==> config.mk <==
export PLATFORM = sky130hd
export DESIGN_NAME = marked_replay_fifo_flat
export DESIGN_NICKNAME = d
export VERILOG_FILES = /design/src/rtl/marked_replay_fifo_if.sv /design/src/rtl/marked_replay_fifo.sv /design/src/flat_wrapper.sv
export SDC_FILE = /design/constraint.sdc
export NUM_CORES = 2
export LEC_CHECK = 0
export CORE_MARGIN = 8
export CORE_UTILIZATION = 40
export DETAILED_ROUTE_END_ITERATION = 8
export GPL_ROUTABILITY_DRIVEN = 0
export PLACE_DENSITY = 0.58
export RECOVER_POWER = 25
export SETUP_SLACK_MARGIN = 0.1
export SYNTH_ARGS = -nofsm -noshare
export SYNTH_HDL_FRONTEND = slang
export SYNTH_SLANG_ARGS = --single-unit
==> constraint.sdc <==
create_clock -name clk -period 5.6 [get_ports clk]
set_input_delay 1.4 -clock clk [delete_from_list [all_inputs] [get_ports clk]]
set_output_delay 1.4 -clock clk [all_outputs]
set_load 0.005 [all_outputs]
==> src/rtl/marked_replay_fifo_if.sv <==
// marked_replay_fifo_if: data, command and status bundle of the replay FIFO.
// master drives writes/reads/commands; slave is the FIFO itself.
interface marked_replay_fifo_if #(
    parameter int WIDTH      = 8,
    parameter int DEPTH_LOG2 = 9
);
    logic [WIDTH-1:0]    wdata;
    logic                write;
    logic                full;
    logic                read;
    logic [WIDTH-1:0]    rdata;
    logic                rvalid;
    logic                emptyB;
    logic                mark;
    logic                replay;
    logic [DEPTH_LOG2:0] count;
    logic                overflow;
    logic                underflow;

    modport master (
        output wdata, write, read, mark, replay,
        input  full, rdata, rvalid, emptyB, count, overflow, underflow
    );

    modport slave (
        input  wdata, write, read, mark, replay,
        output full, rdata, rvalid, emptyB, count, overflow, underflow
    );
endinterface

==> src/rtl/marked_replay_fifo.sv <==
// marked_replay_fifo: character FIFO with a protected replay region,
// explicit mark, sticky error flags and a registered read strobe.
module marked_replay_fifo #(
    parameter int WIDTH      = 8,
    parameter int DEPTH_LOG2 = 9
) (
    input  logic                 clk,
    input  logic                 reset,
    input  logic                 erase,
    marked_replay_fifo_if.slave  bus
);
    localparam int PW    = DEPTH_LOG2 + 1;
    localparam int DEPTH = 1 << DEPTH_LOG2;
    localparam logic [PW-1:0] CAP = {1'b1, {DEPTH_LOG2{1'b0}}};

    logic [WIDTH-1:0] mem [DEPTH];

    logic [PW-1:0]    wrptr_q, wrptr_d;
    logic [PW-1:0]    rdptr_q, rdptr_d;
    logic [PW-1:0]    rpptr_q, rpptr_d;
    logic [WIDTH-1:0] rdata_q, rdata_d;
    logic             rvalid_q, rvalid_d;
    logic             overflow_q, overflow_d;
    logic             underflow_q, underflow_d;

    logic             clr;
    logic             full;
    logic             empty_b;
    logic             wr_acc;
    logic             rd_acc;
    logic [PW-1:0]    used;

    // Status from registered pointers; replay blocks the read handshake.
    always_comb begin
        clr     = reset | erase;
        used    = wrptr_q - rpptr_q;
        full    = (used == CAP);
        empty_b = (rdptr_q != wrptr_q);
        wr_acc  = bus.write & ~full;
        rd_acc  = bus.read & empty_b & ~bus.replay;
    end

    assign bus.full      = full;
    assign bus.emptyB    = empty_b;
    assign bus.count     = wrptr_q - rdptr_q;
    assign bus.rdata     = rdata_q;
    assign bus.rvalid    = rvalid_q;
    assign bus.overflow  = overflow_q;
    assign bus.underflow = underflow_q;

    // Write port of the simple dual-port RAM.
    always_ff @(posedge clk) begin
        if (wr_acc && !clr) begin
            mem[wrptr_q[DEPTH_LOG2-1:0]] <= bus.wdata;
        end
    end

    // Next state: pointers, read register and sticky flags.
    always_comb begin
        wrptr_d     = wrptr_q;
        rdptr_d     = rdptr_q;
        rpptr_d     = rpptr_q;
        rdata_d     = rdata_q;
        rvalid_d    = 1'b0;
        overflow_d  = overflow_q;
        underflow_d = underflow_q;

        if (wr_acc) begin
            wrptr_d = wrptr_q + PW'(1);
        end
        if (bus.write && full) begin
            overflow_d = 1'b1;
        end

        if (bus.replay) begin
            rdptr_d = rpptr_q;
        end else if (rd_acc) begin
            rdptr_d  = rdptr_q + PW'(1);
            rdata_d  = mem[rdptr_q[DEPTH_LOG2-1:0]];
            rvalid_d = 1'b1;
        end else if (bus.read) begin
            underflow_d = 1'b1;
        end

        // A write into a drained buffer starts a new message, dropping
        // the old protected data unless the consumer is marking now.
        if (bus.replay) begin
            rpptr_d = rpptr_q;
        end else if (bus.mark) begin
            rpptr_d = rdptr_q;
        end else if (wr_acc && !empty_b) begin
            rpptr_d = wrptr_q;
        end

        if (clr) begin
            wrptr_d     = '0;
            rdptr_d     = '0;
            rpptr_d     = '0;
            rdata_d     = '0;
            rvalid_d    = 1'b0;
            overflow_d  = 1'b0;
            underflow_d = 1'b0;
        end
    end

    // State register; clearing is folded into the next-state logic.
    always_ff @(posedge clk) begin
        wrptr_q     <= wrptr_d;
        rdptr_q     <= rdptr_d;
        rpptr_q     <= rpptr_d;
        rdata_q     <= rdata_d;
        rvalid_q    <= rvalid_d;
        overflow_q  <= overflow_d;
        underflow_q <= underflow_d;
    end
endmodule
==> src/flat_wrapper.sv <==
// flat-port wrapper written by rule: the top's interface ports become plain ports
module marked_replay_fifo_flat 
#(
    parameter int WIDTH      = 8,
    parameter int DEPTH_LOG2 = 9
)
  (clk, reset, erase, bus_wdata, bus_write, bus_read, bus_mark, bus_replay, bus_full, bus_rdata, bus_rvalid, bus_emptyB, bus_count, bus_overflow, bus_underflow);
  marked_replay_fifo_if #(.WIDTH(WIDTH), .DEPTH_LOG2(DEPTH_LOG2)) bus_i ();
  input  logic clk;
  input  logic reset;
  input  logic erase;
  input wire logic [$bits(bus_i.wdata)-1:0] bus_wdata;
  input wire logic [$bits(bus_i.write)-1:0] bus_write;
  input wire logic [$bits(bus_i.read)-1:0] bus_read;
  input wire logic [$bits(bus_i.mark)-1:0] bus_mark;
  input wire logic [$bits(bus_i.replay)-1:0] bus_replay;
  output wire logic [$bits(bus_i.full)-1:0] bus_full;
  output wire logic [$bits(bus_i.rdata)-1:0] bus_rdata;
  output wire logic [$bits(bus_i.rvalid)-1:0] bus_rvalid;
  output wire logic [$bits(bus_i.emptyB)-1:0] bus_emptyB;
  output wire logic [$bits(bus_i.count)-1:0] bus_count;
  output wire logic [$bits(bus_i.overflow)-1:0] bus_overflow;
  output wire logic [$bits(bus_i.underflow)-1:0] bus_underflow;
  assign bus_i.wdata = bus_wdata;
  assign bus_i.write = bus_write;
  assign bus_i.read = bus_read;
  assign bus_i.mark = bus_mark;
  assign bus_i.replay = bus_replay;
  assign bus_full = bus_i.full;
  assign bus_rdata = bus_i.rdata;
  assign bus_rvalid = bus_i.rvalid;
  assign bus_emptyB = bus_i.emptyB;
  assign bus_count = bus_i.count;
  assign bus_overflow = bus_i.overflow;
  assign bus_underflow = bus_i.underflow;
  marked_replay_fifo #(.WIDTH(WIDTH), .DEPTH_LOG2(DEPTH_LOG2)) u_core (.clk(clk), .reset(reset), .erase(erase), .bus(bus_i));
endmodule
==> out/qor.txt <==
=====================================================================================
Run status ............................................................. complete, but fails checks
Violated checks ........................................................ max-capacitance violations, max-slew violations
Total of flip-flops plus latches after synthesis .......................        4,137
Number of vias per cell after detailed routing .........................        6.044
Count of routing violations after the opening detailed-route iteration .       12,044
Min cycle time layout ..................................................     5.478 ns
Number of synthesized flops with an enable pin .........................        4,096
Highest achievable clock rate ..........................................   0.1825 GHz
Clock buffer depth .....................................................            4
Initial Utilization ....................................................       40.17%
Least-Margin Pin Slew ..................................................     4.463 ns
Average cell area after synthesis ......................................  20.80 sq um
Fraction of layout instances using a drive strength above 1 ............       24.33%
Sequential power share .................................................        52.8%
Count of final max-slew check failures .................................        1,207
Total via count in the routed design ...................................       84,880
Core Footprint ......................................................... 402,600 sq um
Clock sink count .......................................................        4,137
Placed Instances .......................................................       13,258
Number of max-cap violations ...........................................           15
Worst setup EP type ....................................................     register
Clock Power Share ......................................................        43.6%
Die ar. ................................................................ 424,900 sq um
Area Growth Syn to Fin .................................................       14.04%
Routed length per placed instance ......................................     34.97 um
Final hold vios ........................................................            0
Worst vdd rail ir drop .................................................    0.2789 mV
Total length of routed wires ...........................................     491.1 mm
Clock transition at the registers of the reported paths ................      0.06 ns
Leakage power summed over all cells ....................................     55.60 nW
Min-Delay Path Class ...................................................   reg -> reg
Top cell type's share of synthesized area ..............................       76.06%
Worst Setup Path Type ..................................................   reg -> reg
Die height .............................................................     651.8 um
Die extent in x ........................................................     651.8 um
Post-route clock skew ..................................................   0.07614 ns
Number of global-route vias before repair ..............................       83,869
Kind of start point of the critical path ...............................     register
Num rows ...............................................................          233
Cell accounting for the most synthesized area ..........................     edfxtp_1
Post-synthesis cell type count .........................................           79
Cells after Synth ......................................................        7,776
Multi-input gate area .................................................. 35,130 sq um
Tcrit/Tclk final .......................................................       97.83%
Number of setup violations in the final report .........................            0
First-pass detailed-route iteration total ..............................            8
H-tree depth reported by CTS ...........................................            5
Post-DRT Antenna Nets ..................................................            0
Pin count of the biggest net entering global routing ...................          145
Synthesized netlist net count ..........................................        7,815
Setup Total Neg Slack ..................................................         0 ns
Final nets .............................................................        8,313
Arrival time at the worst endpoint .....................................      6.40 ns
Sequential cell area fraction in the yosys report ......................       76.57%
Number of top-level design ports .......................................           38
DRC ....................................................................            0
Yosys warning total ....................................................            0
Clock root buffer master ...............................................    clkbuf_16
Required time of the critical path .....................................      6.52 ns
Largest fanout on the critical path ....................................           27
Pwr/cell area .......................................................... 349.9 nW/um^2
Switching part of the total ............................................       20.93%
Detailed Place HPWL ....................................................     309.6 mm
Insertion delay of the later-clocked pin in the worst-skew pair ........      1.00 ns
Total gr overflow ......................................................            0
Most instantiated flip-flop cell in the synthesis netlist ..............     edfxtp_1
Layout Cells excl Fill .................................................       14,043
Fillers ................................................................       33,417
Slew Limit Headroom ....................................................      -197.5%
Combinational fraction of design power .................................         3.6%
Number of buffers created by CTS .......................................          413
GRT Overall Usage ......................................................       22.42%
Net Sw Power ...........................................................     13.51 mW
Clock tree from TritonCTS ..............................................          yes
Int Pwr ................................................................     51.02 mW
Async set-reset flop share out of synthesis ............................           0%
Combined area of all synthesized cells ................................. 161,700 sq um
Flip-flop and latch area ............................................... 123,800 sq um
Global-route wire length before repair .................................     678.4 mm
RSZ-0062 raised after global routing ...................................         true
Port Buffers ...........................................................           37
Initial antenna violation count ........................................           38
Top cells by area, synth ............................................... edfxtp_1 76%, mux4_2 13%, mux2i_1 2.2%
=====================================================================================
==> worst paths after layout <==
kind / slack, ns / depth (start not counted) / startpoint / endpoint
hold reg to reg: 0.50 / 2 / u_core.bus.underflow$_SDFFE_PP0P_ / u_core.bus.underflow$_SDFFE_PP0P_
hold / removal: 0.50 / 2 / u_core.bus.underflow$_SDFFE_PP0P_ / u_core.bus.underflow$_SDFFE_PP0P_
setup / recovery: 0.12 / 9 / u_core.rdptr_q[4]$_SDFFE_PP0P_ / u_core.bus.rdata[0]$_SDFFE_PP0P_
setup reg to reg: 0.12 / 9 / u_core.rdptr_q[4]$_SDFFE_PP0P_ / u_core.bus.rdata[0]$_SDFFE_PP0P_
==> power groups by stage <==
stage | logic, mW | registers (mW) | clock network [mW]
2_1_floorplan | 0.972 | 34.7 | 0
3_3_place_gp | 2.25 | 34.7 | 0
3_5_place_dp | 2.28 | 34.7 | 0
4_1_cts | 2.30 | 34.0 | 28.5
5_1_grt | 2.36 | 34.1 | 29.6
6_report | 2.29 | 34.1 | 28.2
==> synthesized netlist by cell type (8+ instances only) <==
library cell,number
a2111oi_0,8
a211oi_1,64
a21oi_1,161
a221oi_1,110
a22o_1,27
a22oi_1,113
a311oi_1,8
a31oi_1,18
and2_1,19
and3_1,15
buf_1,31
buf_2,134
buf_4,38
buf_6,71
buf_8,13
clkbuf_1,173
dfxtp_1,41
edfxtp_1,4096
ha_1,23
inv_1,24
mux2i_1,363
mux4_2,938
nand2_1,218
nand3_1,51
nand4_1,26
nor2_1,587
nor2b_1,16
nor3_1,28
o211ai_1,18
o21ai_0,94
o21ai_1,18
o221ai_1,32
o22ai_1,50
or3_1,12
or4_1,8
xnor2_1,11
==> area by class of cell <==
type	count	area share, %
Sequential cell	4137	67.16
Multi-Input combinational cell	3149	19.05
Clock buffer	493	5.881
Tap cell	5405	3.667
Timing Repair Buffer	545	2.595
Clock inverter	272	1.565
Inverter	28	0.06581
Antenna cell	14	0.01900
==> per-layer routing <==
layer	wire (um)	track usage (%)	vias up
met4	23460	9.046	22
met3	51890	5.444	943
li1	-	-	33516
met2	225500	34.64	4962
met1	190100	30.68	45437
met5	158	0	-
==> critical path, stage by stage (launching register included) <==
cell	delay, ns
dfxtp_4	0.80
buf_4	0.64
nand3_1	0.85
nor2_1	0.60
a221oi_1	0.26
o21ai_0	0.39
a21oi_1	0.32
a221oi_1	1.07
o31a_1	0.29
a22o_1	0.12
==> state kept, by name, summed over array words and instances, names as in the netlist <==
signal                count
u_core.mem             4096
u_core.rdptr_q           10
u_core.rpptr_q           10
u_core.wrptr_q           10
u_core.bus.rdata          8
u_core.bus.overflow       1
u_core.bus.rvalid         1
u_core.bus.underflow      1
==> layout by cell type, fill, tap and decap left out, types with 33 or more instances in the layout <==
| cell | netlist | layout |
|---|---|---|
| a211oi_1 | 64 | 64 |
| a21oi_1 | 161 | 161 |
| a221oi_1 | 110 | 110 |
| a22oi_1 | 113 | 113 |
| buf_12 | 2 | 52 |
| buf_4 | 38 | 438 |
| bufinv_16 | 0 | 54 |
| clkbuf_1 | 173 | 73 |
| clkbuf_16 | 0 | 421 |
| clkinv_1 | 2 | 100 |
| clkinv_2 | 0 | 77 |
| dfxtp_1 | 41 | 33 |
| edfxtp_1 | 4096 | 4096 |
| mux2i_1 | 363 | 363 |
| mux4_2 | 938 | 938 |
| nand2_1 | 218 | 218 |
| nand3_1 | 51 | 51 |
| nor2_1 | 587 | 581 |
| o21ai_0 | 94 | 93 |
| o22ai_1 | 50 | 50 |
==> cell families after synthesis <==
family	count (synthesis)	share of synthesized area, %
buffers and inverters	490	1.769
AND/OR/NAND/NOR	1009	2.615
XOR/XNOR	18	0.09749
AO/OA/AOI/OAI	790	3.402
flip-flops	4137	76.57
multiplexers	1308	15.36
adder cells (fa/ha/maj)	24	0.1903
==> repair_timing <==
action,in CTS,in global routing
resized for setup,0,2
hold buffers,0,0
buffers inserted,3,2
setup endpoints to repair,2,3
==> stage by stage <==
stage | instance area [sq um] | hold WS, ns | util, % | setup slack, ns | total power [mW]
2_1_floorplan | 161700 | 0.4416 | - | 1.107 | 35.66
3_3_place_gp | 170800 | 0.4609 | 42.42 | 0.5634 | 36.96
3_5_place_dp | 170800 | 0.4798 | 42.42 | 0.5444 | 36.99
4_1_cts | 184500 | 0.4980 | 45.84 | 0.1376 | 64.83
5_1_grt | 184400 | 0.5263 | 45.80 | 0.06995 | 66.02
6_report | 184400 | 0.4998 | 45.80 | 0.1217 | 64.52
Power figures use the tool's default switching activity.
